`src/rtl/adc_pkg.sv`:
```
// Shared types and constants for the ADC paddle sampler.
// Imported by the sampler top and its averaging sub-module.
package adc_pkg;

  localparam int ADC_DATA_W  = 12;
  localparam int ADC_CH_W    = 5;
  localparam int SCALE_SHIFT = 12;

  typedef enum logic [1:0] {
    IDLE     = 2'd0,
    CMD      = 2'd1,
    WAIT_RSP = 2'd2
  } state_e;

endpackage

```
`src/rtl/adc_sample_avg.sv`:
```
// Block averager: sums 2^AVG_LOG2 accepted samples
// and emits their truncated mean with a one-cycle strobe.
module adc_sample_avg
  import adc_pkg::*;
#(
  parameter int AVG_LOG2 = 3
) (
  input  logic                  clk,
  input  logic                  reset,
  input  logic                  i_valid,
  input  logic [ADC_DATA_W-1:0] i_sample,
  output logic [ADC_DATA_W-1:0] o_avg,
  output logic                  o_avg_valid
);

  localparam int ACC_W = ADC_DATA_W + AVG_LOG2;
  localparam int CNT_W = AVG_LOG2 + 1;
  localparam int N     = 2 ** AVG_LOG2;

  logic [ACC_W-1:0]      r_acc;
  logic [CNT_W-1:0]      r_cnt;
  logic [ADC_DATA_W-1:0] r_avg;
  logic                  r_avg_valid;
  logic [ACC_W-1:0]      w_sum;
  logic                  w_last;

  assign w_sum  = r_acc + ACC_W'(i_sample);
  assign w_last = (r_cnt == CNT_W'(N - 1));

  // Accumulate samples; on the last of a block latch the mean and restart.
  always_ff @(posedge clk) begin
    if (reset) begin
      r_acc       <= '0;
      r_cnt       <= '0;
      r_avg       <= '0;
      r_avg_valid <= 1'b0;
    end else begin
      r_avg_valid <= 1'b0;
      if (i_valid) begin
        if (w_last) begin
          r_avg       <= w_sum[ACC_W-1:AVG_LOG2];
          r_avg_valid <= 1'b1;
          r_acc       <= '0;
          r_cnt       <= '0;
        end else begin
          r_acc <= w_sum;
          r_cnt <= r_cnt + CNT_W'(1);
        end
      end
    end
  end

  assign o_avg       = r_avg;
  assign o_avg_valid = r_avg_valid;

endmodule

```
`src/rtl/adc_paddle_sampler.sv`:
```
// Paces single-sample ADC commands, collects matching responses,
// averages them and scales the mean to a paddle x-coordinate.
module adc_paddle_sampler
  import adc_pkg::*;
#(
  parameter int CHANNEL    = 1,
  parameter int SAMPLE_DIV = 5000,
  parameter int AVG_LOG2   = 3,
  parameter int TIMEOUT    = 255,
  parameter int X_MAX      = 560,
  parameter int X_W        = 10
) (
  input  logic                  clk,
  input  logic                  reset,
  output logic                  adc_command_valid,
  output logic [ADC_CH_W-1:0]   adc_command_channel,
  output logic                  adc_command_startofpacket,
  output logic                  adc_command_endofpacket,
  input  logic                  adc_command_ready,
  input  logic                  adc_response_valid,
  input  logic [ADC_CH_W-1:0]   adc_response_channel,
  input  logic [ADC_DATA_W-1:0] adc_response_data,
  input  logic                  adc_response_startofpacket,
  input  logic                  adc_response_endofpacket,
  output logic [ADC_DATA_W-1:0] avg_out,
  output logic [X_W-1:0]        paddle_x,
  output logic                  sample_valid,
  output logic                  timeout_err
);

  localparam int TICK_W = $clog2(SAMPLE_DIV);
  localparam int TO_W   = $clog2(TIMEOUT + 1);
  localparam int PROD_W = ADC_DATA_W + X_W;

  state_e                r_state;
  state_e                w_state_nxt;
  logic [TICK_W-1:0]     r_tick;
  logic [TO_W-1:0]       r_to;
  logic                  r_timeout_err;
  logic [X_W-1:0]        r_px;
  logic                  r_sv;
  logic                  w_tick;
  logic                  w_match;
  logic                  w_accept;
  logic                  w_to_hit;
  logic [ADC_DATA_W-1:0] w_avg;
  logic                  w_avg_valid;
  logic [X_W-1:0]        w_px;
  logic [SCALE_SHIFT-1:0] w_unused_lo;
  logic                  w_unused;

  assign w_tick  = (r_tick == TICK_W'(SAMPLE_DIV - 1));
  assign w_match = adc_response_valid
                 && (adc_response_channel == ADC_CH_W'(CHANNEL));

  // Free-running sample-rate divider.
  always_ff @(posedge clk) begin
    if (reset) begin
      r_tick <= '0;
    end else if (w_tick) begin
      r_tick <= '0;
    end else begin
      r_tick <= r_tick + TICK_W'(1);
    end
  end

  // FSM state register.
  always_ff @(posedge clk) begin
    if (reset) begin
      r_state <= IDLE;
    end else begin
      r_state <= w_state_nxt;
    end
  end

  // Next state, sample accept and timeout decisions.
  always_comb begin
    w_state_nxt = r_state;
    w_accept    = 1'b0;
    w_to_hit    = 1'b0;
    unique case (r_state)
      IDLE: begin
        if (w_tick) w_state_nxt = CMD;
      end
      CMD: begin
        if (adc_command_ready) w_state_nxt = WAIT_RSP;
      end
      WAIT_RSP: begin
        if (w_match) begin
          w_accept    = 1'b1;
          w_state_nxt = IDLE;
        end else if (r_to == TO_W'(TIMEOUT)) begin
          w_to_hit    = 1'b1;
          w_state_nxt = IDLE;
        end
      end
      default: w_state_nxt = IDLE;
    endcase
  end

  // Response wait counter, zero whenever not waiting.
  always_ff @(posedge clk) begin
    if (reset) begin
      r_to <= '0;
    end else if (r_state == WAIT_RSP && w_state_nxt == WAIT_RSP) begin
      r_to <= r_to + TO_W'(1);
    end else begin
      r_to <= '0;
    end
  end

  // Sticky timeout flag, cleared only by reset.
  always_ff @(posedge clk) begin
    if (reset) begin
      r_timeout_err <= 1'b0;
    end else if (w_to_hit) begin
      r_timeout_err <= 1'b1;
    end
  end

  adc_sample_avg #(
    .AVG_LOG2 (AVG_LOG2)
  ) u_avg (
    .clk         (clk),
    .reset       (reset),
    .i_valid     (w_accept),
    .i_sample    (adc_response_data),
    .o_avg       (w_avg),
    .o_avg_valid (w_avg_valid)
  );

  assign {w_px, w_unused_lo} = PROD_W'(w_avg) * PROD_W'(X_MAX);

  // Register the scaled position one cycle after a new average.
  always_ff @(posedge clk) begin
    if (reset) begin
      r_px <= '0;
      r_sv <= 1'b0;
    end else begin
      r_sv <= w_avg_valid;
      if (w_avg_valid) r_px <= w_px;
    end
  end

  assign w_unused = ^{adc_response_startofpacket,
                      adc_response_endofpacket};

  assign adc_command_valid         = (r_state == CMD);
  assign adc_command_channel       = ADC_CH_W'(CHANNEL);
  assign adc_command_startofpacket = 1'b1;
  assign adc_command_endofpacket   = 1'b1;
  assign avg_out                   = w_avg;
  assign paddle_x                  = r_px;
  assign sample_valid              = r_sv;
  assign timeout_err               = r_timeout_err;

endmodule

```
`config.mk`:
```
export PLATFORM = sky130hd
export DESIGN_NAME = adc_paddle_sampler
export DESIGN_NICKNAME = d
export VERILOG_FILES = /design/src/rtl/adc_pkg.sv /design/src/rtl/adc_sample_avg.sv /design/src/rtl/adc_paddle_sampler.sv
export SDC_FILE = /design/constraint.sdc
export NUM_CORES = 1
export LEC_CHECK = 0
export ABC_CLOCK_PERIOD_IN_PS = 3920
export BUFFER_PORTS_ARGS = -buffer_cell sky130_fd_sc_hd__buf_2
export CAP_MARGIN = 25
export CORE_UTILIZATION = 60
export CTS_BUF_LIST = sky130_fd_sc_hd__clkbuf_8
export CTS_CLUSTER_SIZE = 8
export DETAILED_ROUTE_END_ITERATION = 12
export HOLD_SLACK_MARGIN = 0.03
export PLACE_DENSITY = 0.84
export SLEW_MARGIN = 40
export SYNTH_ARGS = -nofsm -noshare
export SYNTH_HDL_FRONTEND = slang
export SYNTH_HIERARCHICAL = 1
export SYNTH_SLANG_ARGS = --single-unit
export TNS_END_PERCENT = 50
```
`constraint.sdc`:
```
create_clock -name clk -period 3.92 [get_ports clk]
set_clock_uncertainty 0.05 [all_clocks]
set_input_delay 0.784 -clock clk [delete_from_list [all_inputs] [get_ports clk]]
set_output_delay 0.784 -clock clk [all_outputs]
set_load 0.02 [all_outputs]
```
==> impl_metrics.py <==
metrics = {
    "timing": {
        "grt_setup_unrepaired": "false",
        "timing.final.crit_share_pct": 89.7,
        "hold_viol": 0,
        "timing.final.setup_violations": 0,
        "finalSetupTns_ns": 0,
        "final-max-slew-violation-count": 0,
        "timing_worst_slew_pin_value_ns": 0.773,
        "min_cycle_time_layout_ns": 3.52,
        "fmax_mhz": 284,
        "relSlewSlack_pct": 48.3,
    },
    "die": {
        "floorplan.core_area_mm2": 0.00676,
        "rows": 30,
        "floorplan.die.width_um": 85.3,
        "die-height_um": 85.3,
        "starting_density_pct": 61.6,
        "design.portCount": 55,
        "design.die.area_mm2": 0.00728,
    },
    "worst_setup_path": {
        "path_buf_inv": 2,
        "r2r_setup_slack_ns": 0.40,
        "r2r.worst_path.cells": 11,
        "r2r-start": "u_avg/o_avg[10]",
        "regToRegEndpoint": "paddle_x[6]",
        "crit_top_cell": "sky130_fd_sc_hd__ha_1",
        "critical-path-slowest-cell": "sky130_fd_sc_hd__fa_1",
        "critPathLaunchType": "flop",
        "timing.critical_path.max_delay_family": "adder cells",
        "critical_path.max_fanout": 8,
        "path_cells": "ha_1 -> ha_1 -> inv_1 -> fa_1 -> inv_1 -> ha_1 -> a21oi_1 -> o21ai_0 -> a31oi_1 -> o32ai_1 -> or3b_1",
        "cp_data_arrival_time_ns": 3.71,
        "end_kind": "flop",
        "worstSetupEndpoint": "paddle_x[6]",
        "worst_setup_path_startpoint": "u_avg/o_avg[10]",
        "type_of_the_worst_setup_path": "flop to flop",
        "cp.depth": 11,
        "worst-endpoint-required_ns": 4.11,
        "critical_path.max_stage_delay_ns": 0.54,
    },
    "synthesis": {
        "synth.ff_latch_count": 67,
        "share_of_the_yosys_chip_area_belonging_to_registers_pct": 32.2,
        "synth_flop_cell": "sky130_fd_sc_hd__dfxtp_1",
        "synth_largest_area_cell": "sky130_fd_sc_hd__dfxtp_1",
        "synth_cells": 467,
        "yosysUniqueCellTypes": 69,
        "post_synth_edffs": 0,
        "syn_avg_cell_area_um2": 8.92,
        "post-synth-top-area-fraction_pct": 32.2,
        "synthesis.area_mm2": 0.00417,
        "postSynth.asyncResetShare_pct": 0,
        "netlist_top_cells_area": "sky130_fd_sc_hd__dfxtp_1 32%, sky130_fd_sc_hd__ha_1 14%, sky130_fd_sc_hd__nor2_1 5.0%",
        "ys_warn_count": 6,
    },
    "layout": {
        "share_of_layout_cells_above_drive_strength_1_pct": 16.0,
        "antenna_cells_inserted": 0,
        "finalNonFillerCells": 593,
        "areaGrowthSynthToFinish_pct": 10.5,
        "post-route-cell-area_mm2": 0.00460,
        "nNetsFinal": 587,
    },
    "cts": {
        "clk_pin_slew_worst_paths_ns": 0.08,
        "cts.sinks": 67,
        "clock_insertion_delay_worst_skew_ns": 0.35,
        "postCtsResizedCells": 0,
        "post_cts_buffers": 0,
        "number_of_cts_inserted_buffers": 9,
        "cts_hold_buffers": 0,
        "tritoncts_clock_tree": "built",
        "clock_tree.buffer_depth": 2,
        "ctsHtreeMaxLevel": 3,
        "cts_root_buf": "sky130_fd_sc_hd__clkbuf_8",
    },
    "drt": {
        "wire_per_inst_um": 13.9,
        "drt_pre_antenna_iters": 5,
        "post_drt_via_cell_ratio": 5.75,
        "drc": 0,
        "route.antenna.remaining_nets": 0,
        "starting_drt_drc_count": 140,
        "finalWirelength_mm": 8.22,
        "dr_total_vias": 3408,
    },
    "global_route": {
        "grt_usage_pct": 24.4,
        "antenna_found_initial": 0,
        "grt_max_degree": 45,
        "wire_length_of_the_first_global_routing_pass_mm": 14.1,
        "grt_remaining_overflow": 0,
        "grt_pass1_vias": 3210,
    },
    "place": {
        "place.detailed.hpwl_mm": 6.13,
        "port_buffers": 45,
        "place.gp.congestion": 0.854,
        "placed_cell_area_mm2": 0.00440,
        "place_inst": 577,
    },
    "worst_hold_path": {
        "worst_hold_path_type": "flop to flop",
        "hold_path_depth": 1,
    },
    "power": {
        "pwr_density_cell_mw_per_mm2": 291,
        "post-layout-total-power_mw": 1.34,
        "peakVddDrop_uv": 170,
        "static-leakage-power_nw": 2.11,
    },
    "run_status": {
        "status": "completed",
    },
    "run": {
        "max_cap_violations": 0,
    },
}
-- cell usage in the layout, fill, tap and decap left out, types with 3 or more instances in the layout --
| cell type | Yosys | routed |
|---|---|---|
| sky130_fd_sc_hd__a211oi_1 | 6 | 6 |
| sky130_fd_sc_hd__nor3b_1 | 3 | 3 |
| sky130_fd_sc_hd__inv_6 | 0 | 3 |
| sky130_fd_sc_hd__a21o_1 | 5 | 5 |
| sky130_fd_sc_hd__clkbuf_8 | 0 | 9 |
| sky130_fd_sc_hd__a21oi_1 | 26 | 26 |
| sky130_fd_sc_hd__nor3_1 | 4 | 4 |
| sky130_fd_sc_hd__a41oi_1 | 3 | 3 |
| sky130_fd_sc_hd__nand2_1 | 35 | 35 |
| sky130_fd_sc_hd__nand4_1 | 6 | 6 |
| sky130_fd_sc_hd__a22o_1 | 9 | 9 |
| sky130_fd_sc_hd__buf_2 | 2 | 45 |
| sky130_fd_sc_hd__o21ai_0 | 8 | 8 |
| sky130_fd_sc_hd__inv_1 | 25 | 25 |
| sky130_fd_sc_hd__nand3_1 | 16 | 16 |
| sky130_fd_sc_hd__dfxtp_1 | 67 | 67 |
| sky130_fd_sc_hd__ha_1 | 48 | 48 |
| sky130_fd_sc_hd__a31oi_1 | 4 | 4 |
| sky130_fd_sc_hd__xnor2_1 | 21 | 21 |
| sky130_fd_sc_hd__conb_1 | 2 | 7 |
| sky130_fd_sc_hd__nor2_1 | 55 | 55 |
| sky130_fd_sc_hd__fa_1 | 8 | 8 |
| sky130_fd_sc_hd__nor4b_1 | 3 | 3 |
| sky130_fd_sc_hd__nor2b_1 | 6 | 6 |
| sky130_fd_sc_hd__a22oi_1 | 7 | 7 |
| sky130_fd_sc_hd__xor2_1 | 14 | 14 |
| sky130_fd_sc_hd__and3_1 | 3 | 3 |
| sky130_fd_sc_hd__o211ai_1 | 3 | 3 |
| sky130_fd_sc_hd__nand2b_1 | 6 | 6 |
| sky130_fd_sc_hd__mux2i_1 | 6 | 6 |
-- Yosys cell counts, types with 3 or more instances --
library cell / number
sky130_fd_sc_hd__dfxtp_1: 67
sky130_fd_sc_hd__fa_1: 8
sky130_fd_sc_hd__a21o_1: 5
sky130_fd_sc_hd__a41oi_1: 3
sky130_fd_sc_hd__nor2_1: 55
sky130_fd_sc_hd__a22o_1: 9
sky130_fd_sc_hd__nor3_1: 4
sky130_fd_sc_hd__a211oi_1: 6
sky130_fd_sc_hd__nor2b_1: 6
sky130_fd_sc_hd__a22oi_1: 7
sky130_fd_sc_hd__a31oi_1: 4
sky130_fd_sc_hd__ha_1: 48
sky130_fd_sc_hd__nand2_1: 35
sky130_fd_sc_hd__nand4_1: 6
sky130_fd_sc_hd__xnor2_1: 21
sky130_fd_sc_hd__nand3_1: 16
sky130_fd_sc_hd__inv_1: 25
sky130_fd_sc_hd__nand2b_1: 6
sky130_fd_sc_hd__nor4b_1: 3
sky130_fd_sc_hd__xor2_1: 14
sky130_fd_sc_hd__buf_4: 10
sky130_fd_sc_hd__clkbuf_1: 9
sky130_fd_sc_hd__o21ai_0: 8
sky130_fd_sc_hd__mux2i_1: 6
sky130_fd_sc_hd__and3_1: 3
sky130_fd_sc_hd__nor3b_1: 3
sky130_fd_sc_hd__a21oi_1: 26
sky130_fd_sc_hd__o211ai_1: 3
-- final cells by class --
cell class | instances | area (µm²)
multi-input combinational | 358 | 2630
fill | 553 | 2150
sequential | 67 | 1340
timing repair buffer | 47 | 240
clock buffer | 9 | 124
tap | 80 | 100
inverter | 25 | 93.8
clock inverter | 7 | 80.1
-- flip-flops by register name, summed over array words and instances, names as in the netlist --
register,count
r_to,8
r_tick,13
u_avg/o_avg,12
timeout_err,1
u_avg/o_avg_valid,1
paddle_x,10
u_avg/r_cnt,4
r_state,2
sample_valid,1
u_avg/r_acc,15
-- cells by family after synthesis --
family	synth area share, %
AOI/OAI and AO/OA	15.6
xor gates and xnor gates	7.36
muxes	1.71
adders and majority gates	18.3
buffers and inverters	5.23
and+or+nand+nor	19.5
other	0.180
DFF	32.2
-- how the worst min path moves through the flow --
stage                            to  slack (ns)       from
after floorplan           r_tick[0]        0.37  r_tick[0]
after global placement    r_tick[0]        0.38  r_tick[0]
after detailed placement  r_tick[0]        0.40  r_tick[0]
after CTS                 r_tick[0]        0.41  r_tick[0]
after global routing      r_tick[0]        0.44  r_tick[0]
final                     r_tick[0]        0.41  r_tick[0]
-- metal layers --
metal,routed length (µm),vias up,global-route usage (%)
met5,0,-,0
met2,3960,77,41.2
met1,3850,1592,30.3
li1,-,1728,-
met3,301,11,5.54
met4,115,0,9.55
-- per-stage QoR --
step / hold WS (ns) / util [%] / worst slack [ns]
finish: 0.413 / 68.1 / 0.402
global route: 0.439 / 68.1 / 0.265
CTS: 0.414 / 68.1 / 0.465
detailed placement: 0.403 / 65.1 / 0.479
global placement: 0.378 / 65.1 / 0.574
floorplan: 0.368 / - / 0.608
-- where the power goes --
| group | internal [mW] | switching (mW) | total (mW) | leakage [nW] |
|---|---|---|---|---|
| combinational | 0.0214 | 0.0387 | 0.0601 | 1.46 |
| sequential | 0.683 | 0.00214 | 0.685 | 0.540 |
| clock | 0.303 | 0.293 | 0.596 | 0.103 |
-- worst register-to-register path, delay by kind of cell (launching register included) --
kind	cells	cell delay, ns
adders and majority gates	4	1.45
AOI/OAI and AO/OA	4	0.92
DFF	1	0.50
and+or+nand+nor	1	0.38
buffers and inverters	2	0.10
Note: power is estimated with default switching activity, not from simulation.
